**src/rtl/interval_arbiter.sv**
```systemverilog
// rtl/interval_arbiter.sv - round-robin arbiter granting a shared interval counter to one requester at a time
// Optional macro INTERVAL_ARBITER_FAST_REGRANT_EN: regrant on the completion edge without an idle cycle.
module interval_arbiter #(
    parameter int requesters       = 4,
    parameter int counter_width    = 8,
    parameter int counter_overflow = 12
) (
    input  logic                     clock,
    input  logic                     reset,
    input  logic [requesters-1:0]    request,
    input  logic                     abort,
    output logic [requesters-1:0]    grant,
    output logic                     busy,
    output logic [counter_width-1:0] count,
    output logic [requesters-1:0]    done
);

    localparam int idx_w = (requesters > 1) ? $clog2(requesters) : 1;
    localparam logic [counter_width-1:0] last_count = counter_width'(counter_overflow - 1);

    typedef enum logic {
        IDLE,
        RUN
    } state_t;

    state_t                  state;
    logic [idx_w-1:0]        last_idx;
    logic [idx_w-1:0]        win_idx;
    logic                    win_found;
    logic [requesters-1:0]   cand;
    logic [requesters-1:0]   win_onehot;

    function automatic logic [idx_w-1:0] rr_idx(input logic [idx_w-1:0] base, input int k);
        return idx_w'((int'(base) + k) % requesters);
    endfunction

    // Current owner is masked out so a fast regrant always moves on to someone else.
    assign cand       = request & ~grant;
    assign win_onehot = requesters'(1) << win_idx;

    always_comb begin
        win_found = 1'b0;
        win_idx   = last_idx;
        for (int k = 1; k <= requesters; k++) begin
            if (!win_found && cand[rr_idx(last_idx, k)]) begin
                win_found = 1'b1;
                win_idx   = rr_idx(last_idx, k);
            end
        end
    end

    always_ff @(posedge clock) begin
        if (reset) begin
            state    <= IDLE;
            grant    <= '0;
            busy     <= 1'b0;
            count    <= '0;
            done     <= '0;
            last_idx <= idx_w'(requesters - 1);
        end else begin
            done <= '0;
            case (state)
                IDLE: begin
                    if (win_found) begin
                        state    <= RUN;
                        grant    <= win_onehot;
                        busy     <= 1'b1;
                        count    <= '0;
                        last_idx <= win_idx;
                    end
                end
                RUN: begin
                    if (abort) begin
                        state <= IDLE;
                        grant <= '0;
                        busy  <= 1'b0;
                        count <= '0;
                    end else if (count == last_count) begin
                        done  <= grant;
                        count <= '0;
`ifdef INTERVAL_ARBITER_FAST_REGRANT_EN
                        if (win_found) begin
                            grant    <= win_onehot;
                            last_idx <= win_idx;
                        end else begin
                            state <= IDLE;
                            grant <= '0;
                            busy  <= 1'b0;
                        end
`else
                        state <= IDLE;
                        grant <= '0;
                        busy  <= 1'b0;
`endif
                    end else begin
                        count <= count + counter_width'(1);
                    end
                end
                default: state <= IDLE;
            endcase
        end
    end

endmodule
```
**config.mk**
```make
export PLATFORM = sky130hd
export DESIGN_NAME = interval_arbiter
export DESIGN_NICKNAME = d
export VERILOG_FILES = /design/src/rtl/interval_arbiter.sv
export SDC_FILE = /design/constraint.sdc
export NUM_CORES = 1
export LEC_CHECK = 0
export BUFFER_PORTS_ARGS = -buffer_cell sky130_fd_sc_hd__buf_4
export CELL_PAD_IN_SITES_DETAIL_PLACEMENT = 1
export CELL_PAD_IN_SITES_GLOBAL_PLACEMENT = 2
export CORE_UTILIZATION = 28
export DETAILED_ROUTE_END_ITERATION = 12
export PLACE_DENSITY_LB_ADDON = 0.1
export SETUP_SLACK_MARGIN = 0.1
export SLEW_MARGIN = 0
export SYNTH_ARGS = -nofsm -noshare
export SYNTH_HDL_FRONTEND = slang
export SYNTH_SLANG_ARGS = --single-unit
```
**constraint.sdc**
```tcl
create_clock -name clock -period 1.72 [get_ports clock]
set_input_delay 0.086 -clock clock [delete_from_list [all_inputs] [get_ports clock]]
set_output_delay 0.086 -clock clock [all_outputs]
set_load 0.01 [all_outputs]
```
==> impl_metrics.yaml, run 1 <==
worst_setup_path:
  path_max_fanout: 3
  worstPathArrival_ns: 2.05
  r2r_start: "count[0]"
  cp.required_ns: 1.86
  slowest_stage: "or4b_4"
  start_kind: "flop"
  crit_type: "flop to flop"
  startpoint: "count[0]"
  max_stage_delay_ns: 0.47
  crit_chain: "ha_4 -> or4b_4 -> o41ai_4 -> buf_4 -> and2b_2 -> o21ai_2 -> a21oi_1"
  end_kind: "flop"
power:
  power_leakage_uw: 0.000654
  powerDensity_mw_per_mm2: 822
  vdd_ir_drop_max_v: 0.000281
  total_power_uw: 1270
grt:
  grt_antenna_before_repair: 0
  grt_first_pass_wirelength_mm: 4.86
  grt.total_usage_pct: 15.6
  overflow: 0
  grt_pass1_vias: 1068
  grt_max_degree: 17
routing:
  route.detailed.drc: 0
  final_antenna_net_count: 0
  drt-pass1-iter-count: 4
  wl_per_cell_um: 14.7
  via_per_inst: 5.14
  drt_iter0_markers: 18
  routed_wl_mm: 3.08
  num_vias: 1079
synth:
  synth-main-ff-cell: "dfxtp_1"
  synth_fp_nets: 130
  syn_inst: 122
  yosysTopAreaCellShare_pct: 36.8
  synth.distinct_cells: 39
  avgSynthCellArea_um2: 8.92
  seq_area_frac_synth_pct: 36.8
  synth_area_mm2: 0.00109
  yosys_warnings: 0
  yosysTopAreaCell: "dfxtp_1"
  synthArstFlopShare_pct: 0
  ys_seq_elements: 20
  synth_edf_count: 0
  synth.area.top_cells: "dfxtp_1 37%, a21oi_1 4.6%, o21ai_0 4.1%, nor2_1 4.1%, a32o_1 3.7%"
timing:
  max_freq_mhz: 525
  setup_viol: 18
  setup_slack_ns: -0.183
  fin_crit_ns: 1.90
  rsz0062_at_grt: "true"
  tightest_slew_ns: 0.376
  hold_slack_ns: 0.130
  finalHoldViolCount: 0
  finClkSkew_ns: 0.00934
  slew_viol_final: 0
  slew-limit-headroom_pct: 74.9
  timing.final.crit_share_pct: 111
cts:
  cts_buffers: 3
  cts_tree: "done"
  clk_latency_ns: 0.26
  cts.sink_count: 20
  postCtsHoldBufs: 0
  root_buffer: "clkbuf_8"
  htreeDepth: 1
  clk_pin_slew_ns: 0.08
  cts.path.max_buffers: 2
die:
  row_count: 22
  io_pins: 24
  start_util_pct: 29.5
  die_area_mm2: 0.00414
  die_w_um: 64.4
  core_mm2: 0.00369
  die_y_um: 64.4
status:
  failed_checks: "negative setup slack"
  outcome: "finished, violations left"
layout:
  area_growth_pct: 42.3
  nets: 171
  diodes: 0
  layout-drive-gt1-share_pct: 40.1
  mostFrequentLayoutCells: "38 x buf_4, 18 x dfxtp_1, 11 x nor2_1, 8 x a21oi_1, 6 x and2_1"
  final_common_cell: "buf_4"
placed_design:
  io_buffer_count: 23
  gp_congestion: 0.732
  dpl.hpwl_mm: 2.38
  dp_slack_ns: -0.223
worst_hold_path:
  min_from: "reset"
  hold_class: "input port to flop"
flow_run:
  drv_cap: 0
metal layers:
layer	part of all wire (%)	track usage [%]	vias up	wire [um]
met1	41	15.4	525	1270
met4	0.62	5.83	0	19
li1	-	-	535	-
met3	3.0	2.86	2	93
met2	55	31.3	17	1700
met5	0	0	-	0
area by class of cell:
cell class | instances | area, um2
fill | 440 | 2140
multi-input combinational | 94 | 693
sequential | 20 | 408
timing repair buffer | 40 | 302
tap | 48 | 60.1
clock buffer | 3 | 41.3
clock inverter | 1 | 30.0
inverter | 4 | 15.0
cells in the mapped netlist (3+ instances only):
master and count:
dfxtp_1 20, o21ai_0 9, nor2b_1 5, and2_1 6, nand3_1 5, nand2_1 3, or3b_2 3, a21oi_1 10
inv_1 4, nor2_1 12, clkbuf_1 3, and3_1 4, nand2b_1 5, a32o_1 4
kinds of logic after synthesis:
logic type / Yosys count / synth area share, %
AND/OR/NAND/NOR: 54 / 31.3
flip-flops: 20 / 36.8
multiplexers: 1 / 0.920
buffers and inverters: 8 / 3.45
adder cells (fa/ha/maj): 1 / 1.15
AO/OA/AOI/OAI: 38 / 26.4
critical path: cells and delay by family (launching register included):
family | cells | cell delay (ns)
AOI/OAI and AO/OA | 3 | 0.41
buffers and inverters | 1 | 0.19
DFF | 1 | 0.37
and+or+nand+nor | 2 | 0.69
adders and majority gates | 1 | 0.13
report_power, final:
group / internal, uW / leakage (uW) / switching [uW]
logic: 136 / 0.000454 / 146
clock network: 311 / 0.0000357 / 165
registers: 485 / 0.000164 / 30.8
timing repair:
| item | in CTS | in global routing |
|---|---|---|
| setup endpoints to repair | 18 | 19 |
| cloned | 1 | 0 |
| resized for setup | 2 | 7 |
| pin swaps | 6 | 4 |
| buffers inserted | 3 | 0 |
path summary, 6_finish.rpt:
| path | to | slack (ns) | cells past startpoint |
|---|---|---|---|
| worst max-delay path | count[6] | -0.18 | 7 |
| worst min-delay path | count[0] | 0.13 | 2 |
| worst min register to register | busy | 0.51 | 2 |
| worst max register to register | count[6] | -0.18 | 7 |
through the flow:
stage / setup TNS (ns) / std cells / util, % / area [um2]
floorplan: -1.29 / 122 / - / 1110
global placement: -1.77 / 202 / 38.4 / 1420
detailed placement: -2.52 / 202 / 38.4 / 1420
CTS: -1.98 / 210 / 41.2 / 1520
global route: -3.69 / 210 / 42.0 / 1550
finish: -2.08 / 210 / 42.0 / 1550
flip-flops by register name, indices dropped and copies added, names as in the netlist:
name	flops
last_idx	2
count	8
grant	4
done	4
busy	1
state	1
Note: power is estimated with default switching activity, not from simulation.
==> run 2, diff against run 1 <==
Settings changed: SKIP_CTS_REPAIR_TIMING from default to 1.
==> impl_metrics.yaml, run 2 (synthesis results as in run 1) <==
status:
  outcome: "finished, violations left"
  failed_checks: "negative setup slack"
worst_setup_path:
  reg2reg_to: "count[6]"
  path_max_fanout: 4
  reg2regPathDepth: 7
  worstPathArrival_ns: 2.09
  ff2ff_setup_slack_ns: -0.22
  cp.required_ns: 1.87
  r2r_start: "count[0]"
  end_kind: "flop"
  start_kind: "flop"
  crit_type: "flop to flop"
cts:
  clk_latency_ns: 0.26
  cts_buffers: 3
  htreeDepth: 1
  root_buffer: "clkbuf_8"
  cts.path.max_buffers: 2
  cts_tree: "done"
  cts.sink_count: 20
  clk_pin_slew_ns: 0.09
grt:
  grt_antenna_before_repair: 0
  grt.total_usage_pct: 15.2
  overflow: 0
  grt_max_degree: 17
  grt_first_pass_wirelength_mm: 4.75
  grt_pass1_vias: 1041
layout:
  top_regs: "count (8), done (4), grant (4)"
  diodes: 0
  final_common_cell: "buf_4"
  regMostFlops: "count"
  largest_reg_flops: 8
  mostFrequentLayoutCells: "36 x buf_4, 18 x dfxtp_1, 11 x nor2_1, 6 x a21oi_1, 6 x and2_1"
  nets: 169
  layout-drive-gt1-share_pct: 40.0
  area_growth_pct: 41.3
  fin_util_pct: 41.7
  postLayoutCellArea_mm2: 0.00154
  nFillCells: 437
timing:
  finClkSkew_ns: 0.0124
  setup_viol: 16
  tightest_slew_ns: 0.377
  rsz0062_at_grt: "true"
  hold_slack_ns: 0.134
  finalHoldViolCount: 0
  max_freq_mhz: 514
  fin_crit_ns: 1.94
  setup_slack_ns: -0.225
  timing.final.crit_share_pct: 113
  slew_viol_final: 0
  slew-limit-headroom_pct: 74.8
routing:
  routed_wl_mm: 3.12
  drt_iter0_markers: 44
  num_vias: 1066
  wl_per_cell_um: 15.0
  route.detailed.drc: 0
  final_antenna_net_count: 0
  via_per_inst: 5.13
  drt-pass1-iter-count: 4
placed_design:
  gp_congestion: 0.732
  place_area_mm2: 0.00142
  dpl.hpwl_mm: 2.38
  dp_slack_ns: -0.223
  io_buffer_count: 23
power:
  powerDensity_mw_per_mm2: 828
  power_leakage_uw: 0.000645
  vdd_ir_drop_max_v: 0.000279
  total_power_uw: 1270
worst_hold_path:
  min_from: "reset"
  min_to: "count[0]"
  whs_path_depth: 2
  hold_class: "input port to flop"
die:
  core_mm2: 0.00369
  die_w_um: 64.4
  io_pins: 24
  start_util_pct: 29.5
  die_y_um: 64.4
  row_count: 22
  die_area_mm2: 0.00414
flow_run:
  drv_cap: 0
run 2: cell types whose count changed in the layout (fill, tap and decap cells not counted), sizes merged:
cell	before	now
buf	40	38
run 2: how the worst max path moves through the flow:
stage / to / cells past startpoint / startpoint
floorplan: grant[1] / 6 / count[0]
global placement: count[3] / 7 / count[0]
detailed placement: count[3] / 7 / count[0]
CTS: count[3] / 7 / count[0]
global route: count[6] / 7 / count[0]
finish: count[6] / 7 / count[0]
run 2: area by class of cell:
type	instances	area, um2	area share, %
Timing Repair Buffer	38	287	18.6
Inverter	4	15.0	0.976
Sequential cell	20	408	26.5
Tap cell	48	60.1	3.91
Clock buffer	3	41.3	2.69
Clock inverter	1	30.0	1.95
Multi-Input combinational cell	94	697	45.3
run 2: per-layer routing:
| layer | vias up | routed length (um) | global-route usage, % |
|---|---|---|---|
| li1 | 531 | - | - |
| met1 | 518 | 1300 | 15.3 |
| met2 | 15 | 1710 | 30.3 |
| met3 | 2 | 90 | 2.86 |
| met4 | 0 | 24 | 5.83 |
| met5 | - | 0 | 0 |
run 2: critical path, cell delays in order (launching register included):
cell,delay (ns)
dfxtp_4,0.37
ha_4,0.13
or4b_4,0.47
o41ai_4,0.24
buf_4,0.20
and2b_2,0.22
o21ai_2,0.13
a21oi_2,0.07
run 2: per-stage QoR:
step                      TNS [ns]  std cells
after detailed placement     -2.52        202
after global placement       -1.77        202
after floorplan              -1.29        122
final                        -2.17        208
after CTS                    -2.82        206
after global routing         -3.45        208
run 2: report_power, final:
group	total [uW]	internal (uW)	switching (uW)	leakage [uW]
Combinational	278	132	146	0.000445
Sequential	516	485	31.0	0.000164
Clock	479	311	168	0.0000357
==> run 3, diff against run 2 <==
Settings changed: GPL_TIMING_DRIVEN from default to 0.
==> impl_metrics.yaml, run 3 (synthesis results as in run 1) <==
layout:
  layout-drive-gt1-share_pct: 30.7
  diodes: 0
  top_regs: "count (8), done (4), grant (4)"
  area_growth_pct: 31.3
  largest_reg_flops: 8
  mostFrequentLayoutCells: "24 x buf_4, 18 x dfxtp_1, 12 x nor2_1, 10 x a21oi_1, 6 x and2_1"
  regMostFlops: "count"
  instances_no_fill: 198
  final_common_cell: "buf_4"
  nets: 159
worst_setup_path:
  worstPathArrival_ns: 2.17
  worst-path-stages: 6
  reg2regPathDepth: 6
  crit_chain: "ha_4 -> or4b_4 -> o41ai_4 -> buf_6 -> o31ai_4 -> a32o_1"
  critical_path_buf_inv_count: 1
  end_kind: "flop"
  critPathTopFamily: "compound AO/OA/AOI/OAI gates"
  start_kind: "flop"
  crit_type: "flop to flop"
  ff2ff_setup_slack_ns: -0.29
  max_stage_delay_ns: 0.48
  path_max_fanout: 9
  cp.required_ns: 1.88
  slowest_stage: "or4b_4"
routing:
  wl_per_cell_um: 14.3
  num_vias: 999
  drt-pass1-iter-count: 4
  final_antenna_net_count: 0
  route.detailed.drc: 0
  routed_wl_mm: 2.83
  via_per_inst: 5.05
  drt_iter0_markers: 37
placed_design:
  place_inst: 193
  gp_congestion: 0.757
  dpl.hpwl_mm: 2.21
  io_buffer_count: 23
cts:
  cts.sink_count: 20
  root_buffer: "clkbuf_8"
  cts_tree: "done"
  htreeDepth: 1
  clk_latency_ns: 0.26
  cts.path.max_buffers: 2
  clk_pin_slew_ns: 0.08
  cts_buffers: 3
grt:
  grt_max_degree: 13
  grt.total_usage_pct: 15.4
  overflow: 0
  grt_pass1_vias: 1031
  grt_first_pass_wirelength_mm: 4.94
  grt_antenna_before_repair: 0
worst_hold_path:
  whs_path_depth: 3
  hold_class: "input port to flop"
flow_run:
  drv_cap: 0
timing:
  slew-limit-headroom_pct: 59.7
  finalHoldViolCount: 0
  max_freq_mhz: 497
  fin_crit_ns: 2.01
  setup_tns_ns: -3.58
  rsz0062_at_grt: "true"
  tightest_slew_ns: 0.601
  finClkSkew_ns: 0.00210
  setup_slack_ns: -0.292
  timing.final.crit_share_pct: 117
  slew_viol_final: 0
  setup_viol: 18
die:
  core_mm2: 0.00369
  row_count: 22
  start_util_pct: 29.5
  die_area_mm2: 0.00414
  io_pins: 24
  die_w_um: 64.4
  die_y_um: 64.4
power:
  powerDensity_mw_per_mm2: 864
  vdd_ir_drop_max_v: 0.000316
  total_power_uw: 1230
  power_leakage_uw: 0.000580
status:
  outcome: "finished, violations left"
  failed_checks: "negative setup slack"
run 3: tightest hold or removal path: cells and delay by family:
kind,cells,cell delay (ns)
AND/OR/NAND/NOR,2,0.16
buffers and inverters,1,0.10
run 3: final cells by class:
type / instances / area [um2]
Tap cell: 48 / 60.1
Clock buffer: 3 / 41.3
Sequential cell: 20 / 408
Buffer: 4 / 22.5
Fill cell: 450 / 2260
Inverter: 4 / 15.0
Clock inverter: 1 / 30.0
Timing Repair Buffer: 24 / 180
Multi-Input combinational cell: 94 / 672
run 3: metal layers:
| metal | global-route usage, % | up-vias | wire (um) |
|---|---|---|---|
| li1 | - | 507 | - |
| met1 | 18.3 | 477 | 1270 |
| met2 | 28.2 | 13 | 1460 |
| met3 | 2.68 | 2 | 80 |
| met4 | 4.17 | 0 | 19 |
| met5 | 0 | - | 0 |
run 3: per-stage QoR:
step                area, um2  worst slack [ns]  hold slack [ns]  utilization [%]
finish                   1430            -0.292            0.132             38.7
detailed placement       1340            -0.321            0.425             36.4
CTS                      1410            -0.341            0.144             38.3
floorplan                1110            -0.159            0.221                -
global route             1430            -0.392            0.136             38.7
global placement         1340            -0.305            0.412             36.4
run 3: worst paths after layout:
path / start / to
setup / recovery: count[0] / grant[1]
hold / removal: abort / done[0]
setup reg to reg: count[0] / grant[1]
hold reg to reg: grant[2] / done[2]
run 3: power breakdown:
part	total, uW	internal [uW]	leakage [uW]	switching [uW]
sequential	509	484	0.000164	24.3
combinational	253	111	0.000380	142
clock	473	310	0.0000357	163
